[src/rtl/axis_frame_sequencer_if.sv]
// Stream bundle between generator, frame sequencer and downstream consumer.
// master = sequencer view, slave = generator/consumer (environment) view.
interface axis_frame_sequencer_if #(
  parameter int TDATA_WIDTH = 32
) ();
  logic [TDATA_WIDTH-1:0] s_axis_tdata;
  logic                   s_axis_tvalid;
  logic                   s_axis_tready;
  logic [TDATA_WIDTH-1:0] m_axis_tdata;
  logic                   m_axis_tvalid;
  logic                   m_axis_tready;
  logic                   m_axis_tlast;

  modport master (
    input  s_axis_tdata, s_axis_tvalid, m_axis_tready,
    output s_axis_tready, m_axis_tdata, m_axis_tvalid, m_axis_tlast
  );

  modport slave (
    output s_axis_tdata, s_axis_tvalid, m_axis_tready,
    input  s_axis_tready, m_axis_tdata, m_axis_tvalid, m_axis_tlast
  );
endinterface

[src/rtl/axis_frame_sequencer.sv]
// Chops a continuous AXI-Stream beat stream into tlast-terminated frames with idle gaps.
// Optional macro AXIS_FRAME_SEQ_FLUSH_EN: discard generator beats outside STREAM.
module axis_frame_sequencer #(
  parameter int TDATA_WIDTH = 32,
  parameter int LEN_WIDTH   = 16
) (
  input  logic                 m_axis_aclk,
  input  logic                 m_axis_aresetn,
  input  logic                 start,
  input  logic                 stop,
  input  logic [LEN_WIDTH-1:0] frame_len,
  input  logic [LEN_WIDTH-1:0] gap_len,
  input  logic [LEN_WIDTH-1:0] frame_count,
  output logic                 gen_enable,
  output logic                 busy,
  output logic                 done,
  output logic [LEN_WIDTH-1:0] frames_sent,
  axis_frame_sequencer_if.master axis
);

  typedef enum logic [1:0] {ST_IDLE, ST_STREAM, ST_GAP, ST_DONE} state_t;

  localparam logic [LEN_WIDTH-1:0] ONE = LEN_WIDTH'(1);

  state_t                 r_state, w_next;
  logic [LEN_WIDTH-1:0]   r_frame_len, r_gap_len, r_frame_count;
  logic [LEN_WIDTH-1:0]   r_beat_cnt, r_gap_cnt, r_frames_sent;
  logic                   r_stop_pend;

  logic                   w_stream, w_beat, w_at_last, w_last_beat, w_stop_any;
  logic                   w_count_hit, w_gap_end;
  logic [LEN_WIDTH-1:0]   w_sent_inc, w_len;
  logic [TDATA_WIDTH-1:0] w_tdata;

  assign w_len       = (frame_len == '0) ? ONE : frame_len;
  assign w_stream    = (r_state == ST_STREAM);
  assign w_beat      = w_stream & axis.s_axis_tvalid & axis.m_axis_tready;
  assign w_at_last   = (r_beat_cnt == r_frame_len - ONE);
  assign w_last_beat = w_beat & w_at_last;
  // a stop arriving on the last beat itself still ends the run without a gap
  assign w_stop_any  = r_stop_pend | stop;
  assign w_sent_inc  = r_frames_sent + ONE;
  assign w_count_hit = (r_frame_count != '0) && (w_sent_inc == r_frame_count);
  assign w_gap_end   = (r_gap_cnt == r_gap_len - ONE);

  assign w_tdata            = axis.s_axis_tdata;
  assign axis.m_axis_tdata  = w_tdata;
  assign axis.m_axis_tvalid = w_stream & axis.s_axis_tvalid;
  assign axis.m_axis_tlast  = w_stream & w_at_last;
`ifdef AXIS_FRAME_SEQ_FLUSH_EN
  assign axis.s_axis_tready = ~w_stream | axis.m_axis_tready;
`else
  assign axis.s_axis_tready = w_stream & axis.m_axis_tready;
`endif
  assign frames_sent = r_frames_sent;

  always_comb begin
    w_next     = r_state;
    gen_enable = 1'b0;
    busy       = 1'b1;
    done       = 1'b0;
    case (r_state)
      ST_IDLE: begin
        busy = 1'b0;
        if (start) w_next = ST_STREAM;
      end
      ST_STREAM: begin
        gen_enable = 1'b1;
        if (w_last_beat) begin
          if (w_stop_any || w_count_hit) w_next = ST_DONE;
          else if (r_gap_len != '0)      w_next = ST_GAP;
        end
      end
      ST_GAP: begin
        gen_enable = 1'b1;
        if (w_stop_any)     w_next = ST_DONE;
        else if (w_gap_end) w_next = ST_STREAM;
      end
      ST_DONE: begin
        done   = 1'b1;
        w_next = ST_IDLE;
      end
      default: w_next = ST_IDLE;
    endcase
  end

  always_ff @(posedge m_axis_aclk or negedge m_axis_aresetn) begin
    if (!m_axis_aresetn) begin
      r_state       <= ST_IDLE;
      r_frame_len   <= ONE;
      r_gap_len     <= '0;
      r_frame_count <= '0;
      r_beat_cnt    <= '0;
      r_gap_cnt     <= '0;
      r_frames_sent <= '0;
      r_stop_pend   <= 1'b0;
    end else begin
      r_state <= w_next;
      case (r_state)
        ST_IDLE: begin
          r_stop_pend <= 1'b0;
          if (start) begin
            r_frame_len   <= w_len;
            r_gap_len     <= gap_len;
            r_frame_count <= frame_count;
            r_beat_cnt    <= '0;
            r_gap_cnt     <= '0;
            r_frames_sent <= '0;
          end
        end
        ST_STREAM: begin
          if (stop) r_stop_pend <= 1'b1;
          r_gap_cnt <= '0;
          if (w_beat) r_beat_cnt <= w_at_last ? '0 : r_beat_cnt + ONE;
          if (w_last_beat) r_frames_sent <= w_sent_inc;
        end
        ST_GAP: begin
          if (stop) r_stop_pend <= 1'b1;
          r_gap_cnt <= r_gap_cnt + ONE;
        end
        ST_DONE: r_stop_pend <= 1'b0;
        default: r_stop_pend <= 1'b0;
      endcase
    end
  end

endmodule

[src/flat_wrapper.sv]
// flat-port wrapper written by rule: the top's interface ports become plain ports
module axis_frame_sequencer_flat 
#(
  parameter int TDATA_WIDTH = 32,
  parameter int LEN_WIDTH   = 16
)
  (m_axis_aclk, m_axis_aresetn, start, stop, frame_len, gap_len, frame_count, gen_enable, busy, done, frames_sent, axis_s_axis_tdata, axis_s_axis_tvalid, axis_m_axis_tready, axis_s_axis_tready, axis_m_axis_tdata, axis_m_axis_tvalid, axis_m_axis_tlast);
  axis_frame_sequencer_if #(.TDATA_WIDTH(TDATA_WIDTH)) axis_i ();
  input  logic m_axis_aclk;
  input  logic m_axis_aresetn;
  input  logic start;
  input  logic stop;
  input  logic [LEN_WIDTH-1:0] frame_len;
  input  logic [LEN_WIDTH-1:0] gap_len;
  input  logic [LEN_WIDTH-1:0] frame_count;
  output logic gen_enable;
  output logic busy;
  output logic done;
  output logic [LEN_WIDTH-1:0] frames_sent;
  input wire logic [$bits(axis_i.s_axis_tdata)-1:0] axis_s_axis_tdata;
  input wire logic [$bits(axis_i.s_axis_tvalid)-1:0] axis_s_axis_tvalid;
  input wire logic [$bits(axis_i.m_axis_tready)-1:0] axis_m_axis_tready;
  output wire logic [$bits(axis_i.s_axis_tready)-1:0] axis_s_axis_tready;
  output wire logic [$bits(axis_i.m_axis_tdata)-1:0] axis_m_axis_tdata;
  output wire logic [$bits(axis_i.m_axis_tvalid)-1:0] axis_m_axis_tvalid;
  output wire logic [$bits(axis_i.m_axis_tlast)-1:0] axis_m_axis_tlast;
  assign axis_i.s_axis_tdata = axis_s_axis_tdata;
  assign axis_i.s_axis_tvalid = axis_s_axis_tvalid;
  assign axis_i.m_axis_tready = axis_m_axis_tready;
  assign axis_s_axis_tready = axis_i.s_axis_tready;
  assign axis_m_axis_tdata = axis_i.m_axis_tdata;
  assign axis_m_axis_tvalid = axis_i.m_axis_tvalid;
  assign axis_m_axis_tlast = axis_i.m_axis_tlast;
  axis_frame_sequencer #(.TDATA_WIDTH(TDATA_WIDTH), .LEN_WIDTH(LEN_WIDTH)) u_core (.m_axis_aclk(m_axis_aclk), .m_axis_aresetn(m_axis_aresetn), .start(start), .stop(stop), .frame_len(frame_len), .gap_len(gap_len), .frame_count(frame_count), .gen_enable(gen_enable), .busy(busy), .done(done), .frames_sent(frames_sent), .axis(axis_i));
endmodule
[config.mk]
export PLATFORM = sky130hd
export DESIGN_NAME = axis_frame_sequencer_flat
export DESIGN_NICKNAME = d
export VERILOG_FILES = /design/src/rtl/axis_frame_sequencer_if.sv /design/src/rtl/axis_frame_sequencer.sv /design/src/flat_wrapper.sv
export SDC_FILE = /design/constraint.sdc
export NUM_CORES = 1
export LEC_CHECK = 0
export CAP_MARGIN = 15
export CORE_MARGIN = 2
export CORE_UTILIZATION = 52
export DETAILED_ROUTE_END_ITERATION = 8
export GPL_ROUTABILITY_DRIVEN = 0
export PLACE_DENSITY = 0.91
export SYNTH_ARGS = -nofsm -noshare
export SYNTH_HDL_FRONTEND = slang
export SYNTH_SLANG_ARGS = --single-unit
[constraint.sdc]
create_clock -name m_axis_aclk -period 4.7 [get_ports m_axis_aclk]
set_clock_uncertainty 0.05 [all_clocks]
set_input_delay 1.41 -clock m_axis_aclk [delete_from_list [all_inputs] [get_ports m_axis_aclk]]
set_output_delay 1.41 -clock m_axis_aclk [all_outputs]
set_load 0.05 [all_outputs]
[Word level (Yosys, flattened, before mapping)]
Index checks and enable logic that the tools add are counted.
Widths: inputs -> output; s select.
Cells by class
  bitwise gates (word level): 6
  add/subtract/negate cells: 5
  equal/unequal tests: 12
  mux-type cells: 20
  reductions and logical operators: 15
Operators with widths (count)
  $mux 16: 5
  $pmux 16 s2: 2
  $add 16x1->16 const B: 3
  $eq 16x16->1: 3
  $pmux 16 s3: 1
  $reduce_bool 16->1: 2
  $sub 16x1->16 const B: 2
  $logic_not 16->1: 1
  $mux 2: 6
  $pmux 2 s4: 1
  $ne 2x2->1 const B: 3
  $reduce_and 3->1: 2
  $and 1x1->1: 5
  $eq 2x2->1 const B: 2
  $mux 1: 4
  $reduce_and 2->1: 2
  $reduce_and 4->1: 1
  $reduce_or 2->1: 2
  $ne 3x1->1 const B: 1
  $ne 3x3->1 const B: 1
  $reduce_bool 3->1: 1
  $eq 2x1->1 const B: 1
  $logic_not 2->1: 1
  $ne 2x1->1 const B: 1
  5 further kinds: 5
Storage, ports and cells
  flip-flop bits (word level): 99
  output and inout port bits: 54

[Logic depth before layout (Yosys ltp)]
Gate-level depths: netlist of run 1.
  word-level depth: 7
  depth in mapped cells: 14
  mapped depth without buffers: 10

[Worst setup path before layout of run 1]
OpenSTA, ideal clock, no wires.
  kind: flip-flop to output port
  from: reg u_core.r_frame_len[0]
  to: out axis_m_axis_tlast
  path slack: 0.234 ns
  buffers on the path: 2
  arrival time: 3.006 ns
  cell stages (with the launch flop): 12
  data required time: 3.240 ns
  cell sequence: dfstp_2 > clkbuf_1 > inv_1 > ha_1 > buf_2 > or3_1 > nor3_1 > o21ai_0 > o221a_2 > nor3_1 > nand3_1 > nor2_1
On the way
  word-level cells in the longest chain between the ends: 3
RTL lines
  from (decl): RTL line axis_frame_sequencer.sv:26  | logic [LEN_WIDTH-1:0] r_frame_len, r_gap_len, r_frame_count;
  from (signal assigned): RTL line axis_frame_sequencer.sv:103  | r_frame_len <= w_len;
  $sub 16x1->16: RTL line axis_frame_sequencer.sv:38  | assign w_at_last = (r_beat_cnt == r_frame_len - ONE);
  $eq 16x16->1: RTL line axis_frame_sequencer.sv:38
  $and 1x1->1: RTL line axis_frame_sequencer.sv:49  | assign axis.m_axis_tlast = w_stream & w_at_last;
  to (decl): RTL line flat_wrapper.sv:26  | output wire logic [$bits(axis_i.m_axis_tlast)-1:0] axis_m_axis_tlast;
Every way passes these cells.

[Final worst setup path of run 1]
  from: reg u_core.r_frame_len[1]
  to: out axis_m_axis_tlast
Same word-level chain as after synthesis.

==> results of run 1 <==
==> area by class of cell <==
type	instances	area, um2	share of cell area [%]
sequential	99	2480	32.2
timing repair buffer	83	826	10.7
multi-input combinational	528	3810	49.4
tap	172	215	2.79
clock buffer	10	229	2.97
inverter	14	52.6	0.682
clock inverter	6	96.3	1.25
==> path summary, 6_finish.rpt <==
check / start / end / slack [ps] / cells past startpoint
worst max register to register: u_core.r_frame_len[0] / u_core.frames_sent[14] / 1200 / 10
worst max-delay path: u_core.r_frame_len[1] / axis_m_axis_tlast / 130 / 10
max in group asynchronous: m_axis_aresetn / u_core.r_frame_len[0] / 2650 / 2
worst min-delay path: u_core.r_beat_cnt[11] / u_core.r_beat_cnt[11] / 500 / 1
min in group asynchronous: m_axis_aresetn / u_core.r_frame_count[5] / 1060 / 1
worst min register to register: u_core.r_beat_cnt[11] / u_core.r_beat_cnt[11] / 500 / 1
==> per-stage QoR <==
step / total power, mW / utilization, % / hold slack [ps] / setup WS, ps / area, um2
final: 4.11 / 60.8 / 501 / 128 / 7710
after floorplan: 2.86 / - / 433 / 234 / 6800
after global placement: 3.18 / 58.1 / 466 / 576 / 7370
after CTS: 4.09 / 60.7 / 504 / 55.3 / 7690
after detailed placement: 3.27 / 58.1 / 491 / 506 / 7370
after global routing: 4.38 / 60.8 / 528 / 30.6 / 7710
==> flip-flops by register name, summed over array words and instances, names as in the netlist <==
register              flops
u_core.frames_sent       16
u_core.r_beat_cnt        16
u_core.r_frame_count     16
u_core.r_frame_len       16
u_core.r_gap_cnt         16
u_core.r_gap_len         16
u_core.r_state            2
u_core.r_stop_pend        1
==> placed cells by master (no fill, tap or decap), types with 4 or more instances in the layout <==
cell type / n
a211oi_1: 11
a21o_1: 4
a21oi_1: 8
a31oi_1: 20
and2_1: 5
and3_1: 17
and4_1: 4
buf_4: 10
clkbuf_16: 9
clkdlybuf4s50_1: 71
dfrtp_1: 98
ha_1: 9
inv_1: 14
mux2_2: 51
mux2i_1: 6
nand2_1: 45
nand2b_1: 4
nand3_1: 34
nand4_1: 12
nor2_1: 44
nor2b_1: 5
nor3_1: 19
nor3b_1: 4
nor4_1: 19
o211ai_1: 11
o21ai_0: 31
o21ai_1: 10
o31ai_1: 6
or3_1: 4
or4_1: 9
xnor2_1: 38
xor2_1: 26
==> routing by layer <==
layer	vias to the layer above	GRT usage, %	share of wire, %
met5	-	0	0
met2	241	39.3	50
met4	0	7.08	1.8
met1	2796	30.3	42
met3	29	6.03	7.1
li1	2652	-	-
==> cells by family after synthesis <==
logic type               after synthesis  synth area share (%)
AND/OR/NAND/NOR                      253                  21.1
AO/OA/AOI/OAI                        144                  15.2
flip-flops                            99                  36.5
buffers and inverters                 91                  7.75
XOR/XNOR                              64                  8.25
multiplexers                          57                  9.33
adder cells (fa/ha/maj)               10                  1.84
==> power groups by stage <==
| stage | combinational (mW) | sequential (mW) | clock [mW] |
|---|---|---|---|
| after floorplan | 1.50 | 1.37 | 0 |
| after global placement | 1.68 | 1.50 | 0 |
| after detailed placement | 1.75 | 1.52 | 0 |
| after CTS | 1.76 | 1.51 | 0.830 |
| after global routing | 1.94 | 1.57 | 0.869 |
| final | 1.78 | 1.52 | 0.816 |
==> timing repair <==
| action | 4_1_cts | 5_1_grt |
|---|---|---|
| setup buffers | 0 | 0 |
| gates resized for setup | 0 | 3 |
| setup endpoints to repair | 0 | 1 |
| hold buffers | 0 | 0 |
==> impl_metrics.env, run 1 <==
export IMPL_status="finished, final reports clean"
export IMPL_fp_dieArea_mm2=0.0140
export IMPL_clock_power_share_pct=19.8
export IMPL_maxCapViolCount=0
export IMPL_start_kind="register"
export IMPL_path_buf_inv=2
export IMPL_vias_per_cell=6.27
export IMPL_required_ps=3240
export IMPL_worst_slew_pin_slew_ps=992
export IMPL_grt_remaining_overflow=0
export IMPL_slew_viol_final=0
export IMPL_nNetsFinal=831
export IMPL_p_int_mw=2.41
export IMPL_vias=5718
export IMPL_period_needed_ps=4570
export IMPL_clk_latency_ps=360
export IMPL_dp_cells=896
export IMPL_post_drt_wl_per_cell_um=17.8
export IMPL_hold_viol=0
export IMPL_cts_tree="yes"
export IMPL_synth_top_area_share_pct=36.1
export IMPL_grt_max_degree=61
export IMPL_syn_area_mm2=0.00680
export IMPL_crit_slowest_cell="or3b_2"
export IMPL_drtAntennaViolNets=0
export IMPL_synth_largest_area_cell="dfrtp_1"
export IMPL_crit_type="reg2out"
export IMPL_core_area_mm2=0.0127
export IMPL_first_pass_iters=5
export IMPL_fp_dieH_um=118
export IMPL_fmax_mhz=219
export IMPL_synth_async_reset_ratio_pct=100
export IMPL_synth_area_leaders="dfrtp_1 36%, mux2_2 8.4%, xnor2_1 4.9%"
export IMPL_cts_clk_slew_worst_paths_ps=70
export IMPL_swShare_pct=41.5
export IMPL_synth_warnings=0
export IMPL_synth_edf_count=0
export IMPL_synth_yosys_seq_area_share_pct=36.5
export IMPL_power_frac_seq_pct=36.9
export IMPL_synth_common_cells="98 x dfrtp_1, 51 x mux2_2, 46 x nand2_1"
export IMPL_crit_chain="inv_1 -> ha_4 -> or3b_2 -> or4_1 -> o32ai_1 -> a31oi_1 -> nor3_1 -> nand3_1 -> nor2_1 -> buf_12"
export IMPL_worst_setup_path_end_kind="output pin"
export IMPL_cts_buffers=9
export IMPL_slowest_delay_ps=500
export IMPL_slew_headroom_pct=33.6
export IMPL_ys_ff_latch=99
export IMPL_hold_path_class="reg2reg"
export IMPL_grt_pass1_wl_mm=26.8
export IMPL_cts_buffer_depth=2
export IMPL_powerDensity_mw_per_mm2=534
export IMPL_rows=41
export IMPL_drive_gt1_share_pct=14.3
export IMPL_synth_distinct_cells=79
export IMPL_die_x_um=118
export IMPL_tns_ps=0
export IMPL_pin_count=140
export IMPL_combPwrFrac_pct=43.3
export IMPL_rsz0062_at_grt="false"
export IMPL_period_share_pct=97.3
export IMPL_clock_sinks=99
export IMPL_htreeDepth=3
export IMPL_avgSynthCellArea_um2=9.47
export IMPL_diodes=0
export IMPL_synth_ff_type="dfrtp_1"
export IMPL_root_buffer="clkbuf_16"
export IMPL_finalNonFillerCells=912
export IMPL_power_leakage_nw=3.01
export IMPL_drt_total_wl_mm=16.3
export IMPL_grt_pass1_vias=5403
export IMPL_dp_hpwl_mm=11.7
export IMPL_drt_iter0_markers=490
export IMPL_grt_antenna_before_repair=0
export IMPL_worstPathArrival_ps=3110
export IMPL_finalSetupViolCount=0
export IMPL_fillers=1054
export IMPL_ir_drop_uv=371
export IMPL_synth_fp_nets=814
export IMPL_grt_util_all_layers_pct=23.6
export IMPL_netSwitchingPower_mw=1.71
export IMPL_port_buffers=75
export IMPL_initial_core_util_pct=53.6
export IMPL_cp_max_fo=11
export IMPL_yosysMostFrequentCell="dfrtp_1"
export IMPL_area_growth_pct=13.4
export IMPL_crit_family="simple AND/OR/NAND/NOR gates"
export IMPL_drc=0
export IMPL_synth_cells=718
Power figures use the tool's default switching activity.
==> run 2: changes to the inputs <==
- CELL_PAD_IN_SITES_DETAIL_PLACEMENT: default -> 0
- CELL_PAD_IN_SITES_GLOBAL_PLACEMENT: default -> 1
- CORE_UTILIZATION: 52 -> 40
- PLACE_DENSITY: 0.91 -> 0.92
==> impl_metrics.env, run 2 (synthesized netlist as in run 1, its figures left out) <==
export IMPL_status="finished, final reports clean"
export IMPL_maxCapViolCount=0
export IMPL_netSwitchingPower_mw=1.68
export IMPL_worst_slew_pin_slew_ps=955
export IMPL_worstPathArrival_ps=3040
export IMPL_cp_max_fo=11
export IMPL_finalSetupViolCount=0
export IMPL_fmax_mhz=222
export IMPL_dp_cells=947
export IMPL_start_kind="register"
export IMPL_die_x_um=134
export IMPL_hold_viol=0
export IMPL_period_needed_ps=4500
export IMPL_power_leakage_nw=3.01
export IMPL_crit_type="reg2out"
export IMPL_grt_pass1_wl_mm=26.3
export IMPL_initial_core_util_pct=41.0
export IMPL_finalNonFillerCells=963
export IMPL_rows=47
export IMPL_post_cts_resized=0
export IMPL_critPathLaunch="u_core.r_frame_len[1]"
export IMPL_cts_clk_slew_worst_paths_ps=80
export IMPL_drtAntennaViolNets=0
export IMPL_post_drt_wl_per_cell_um=16.7
export IMPL_cts_buffers=9
export IMPL_drc=0
export IMPL_slew_headroom_pct=36.3
export IMPL_cts_tree="yes"
export IMPL_dpl_cell_area_mm2=0.00745
export IMPL_rr_worst_depth=10
export IMPL_p_int_mw=2.38
export IMPL_grt_remaining_overflow=0
export IMPL_multi_input_area_mm2=0.00380
export IMPL_crit_slowest_cell="or3b_2"
export IMPL_slowest_delay_ps=530
export IMPL_grt_util_all_layers_pct=18.1
export IMPL_rr_startpoint="u_core.r_frame_len[1]"
export IMPL_grt_pass1_vias=5116
export IMPL_cts_buffer_depth=2
export IMPL_vias_per_cell=5.74
export IMPL_fp_dieArea_mm2=0.0180
export IMPL_port_buffers=75
export IMPL_pin_count=140
export IMPL_power_frac_seq_pct=37.0
export IMPL_combPwrFrac_pct=43.5
export IMPL_fillers=1600
export IMPL_period_share_pct=95.8
export IMPL_fp_dieH_um=134
export IMPL_post_cts_buffers=0
export IMPL_powerDensity_mw_per_mm2=522
export IMPL_grt_antenna_before_repair=0
export IMPL_fin_area_mm2=0.00777
export IMPL_slew_viol_final=0
export IMPL_clock_power_share_pct=19.6
export IMPL_worst_setup_path_end_kind="output pin"
export IMPL_drt_iter0_markers=509
export IMPL_final_cell_mix="98 x dfrtp_1, 71 x clkdlybuf4s50_1, 51 x mux2_2"
export IMPL_ir_drop_uv=398
export IMPL_swShare_pct=41.3
export IMPL_clk_latency_ps=350
export IMPL_ff_latch_area_mm2=0.00248
export IMPL_timing_rr_end="u_core.frames_sent[6]"
export IMPL_grt_max_degree=76
export IMPL_core_area_mm2=0.0166
export IMPL_vias=5526
export IMPL_timing_reg2reg_setup_slack_ps=1130
export IMPL_root_buffer="clkbuf_16"
export IMPL_required_ps=3240
export IMPL_power_total_mw=4.06
export IMPL_htreeDepth=3
export IMPL_crit_end="axis_m_axis_tlast"
export IMPL_ctsHoldBuffers=0
export IMPL_clock_sinks=99
export IMPL_nNetsFinal=834
export IMPL_final_common_cell="dfrtp_1"
export IMPL_dp_hpwl_mm=11.7
export IMPL_diodes=0
export IMPL_drt_total_wl_mm=16.1
export IMPL_hold_path_class="reg2reg"
export IMPL_crit_chain="inv_1 -> ha_2 -> or3b_2 -> or4_1 -> o32ai_1 -> a31oi_1 -> nor3_1 -> nand3_1 -> nor2_2 -> buf_12"
export IMPL_drive_gt1_share_pct=14.8
export IMPL_area_growth_pct=14.3
export IMPL_first_pass_iters=5
[run 2: power by group through the flow]
stage	combinational [mW]	sequential, mW	clock [mW]
finish	1.76	1.50	0.794
global route	1.94	1.55	0.849
CTS	1.77	1.50	0.813
detailed placement	1.76	1.51	0
global placement	1.73	1.50	0
floorplan	1.50	1.37	0
[run 2: metrics by stage]
step / utilization [%] / hold slack, ps / setup WS, ps / setup TNS [ps]
2_1_floorplan: - / 433 / 234 / 0
3_3_place_gp: 44.9 / 462 / 499 / 0
3_5_place_dp: 44.9 / 462 / 439 / 0
4_1_cts: 46.8 / 488 / 47.9 / 0
5_1_grt: 46.9 / 516 / -14.0 / -14.0
6_report: 46.9 / 486 / 199 / 0
[run 2: worst min path at each step]
stage                                 startpoint  slack, ps                     end  depth (start not counted)
final                     u_core.frames_sent[15]        490  u_core.frames_sent[15]                          1
after floorplan             u_core.r_beat_cnt[9]        430    u_core.r_beat_cnt[9]                          1
after detailed placement  u_core.frames_sent[15]        460  u_core.frames_sent[15]                          1
after global routing       u_core.r_beat_cnt[11]        520   u_core.r_beat_cnt[11]                          1
after global placement     u_core.r_beat_cnt[11]        460   u_core.r_beat_cnt[11]                          1
after CTS                 u_core.frames_sent[15]        490  u_core.frames_sent[15]                          1
[run 2: cell type report]
class,count,area share (%)
inverters,14,0.676
flip-flops and latches,99,31.9
multi-input cells,528,48.9
clock buffers,10,3.08
clock inverters,6,0.998
well taps,220,3.54
repair buffers,86,10.9
[run 2: metal layers]
metal	up-vias	wire length, um	track usage (%)
met5	-	0	0
met2	125	7870	29.9
met4	0	161	4.39
met3	11	717	3.55
met1	2719	7380	24.5
li1	2671	-	-
[run 2: critical path, delay by kind of cell (launching register included)]
family / cells / cell delay, ps
adder cells (fa/ha/maj): 1 / 270
AO/OA/AOI/OAI: 2 / 260
flip-flops: 1 / 470
AND/OR/NAND/NOR: 5 / 1450
buffers and inverters: 2 / 250
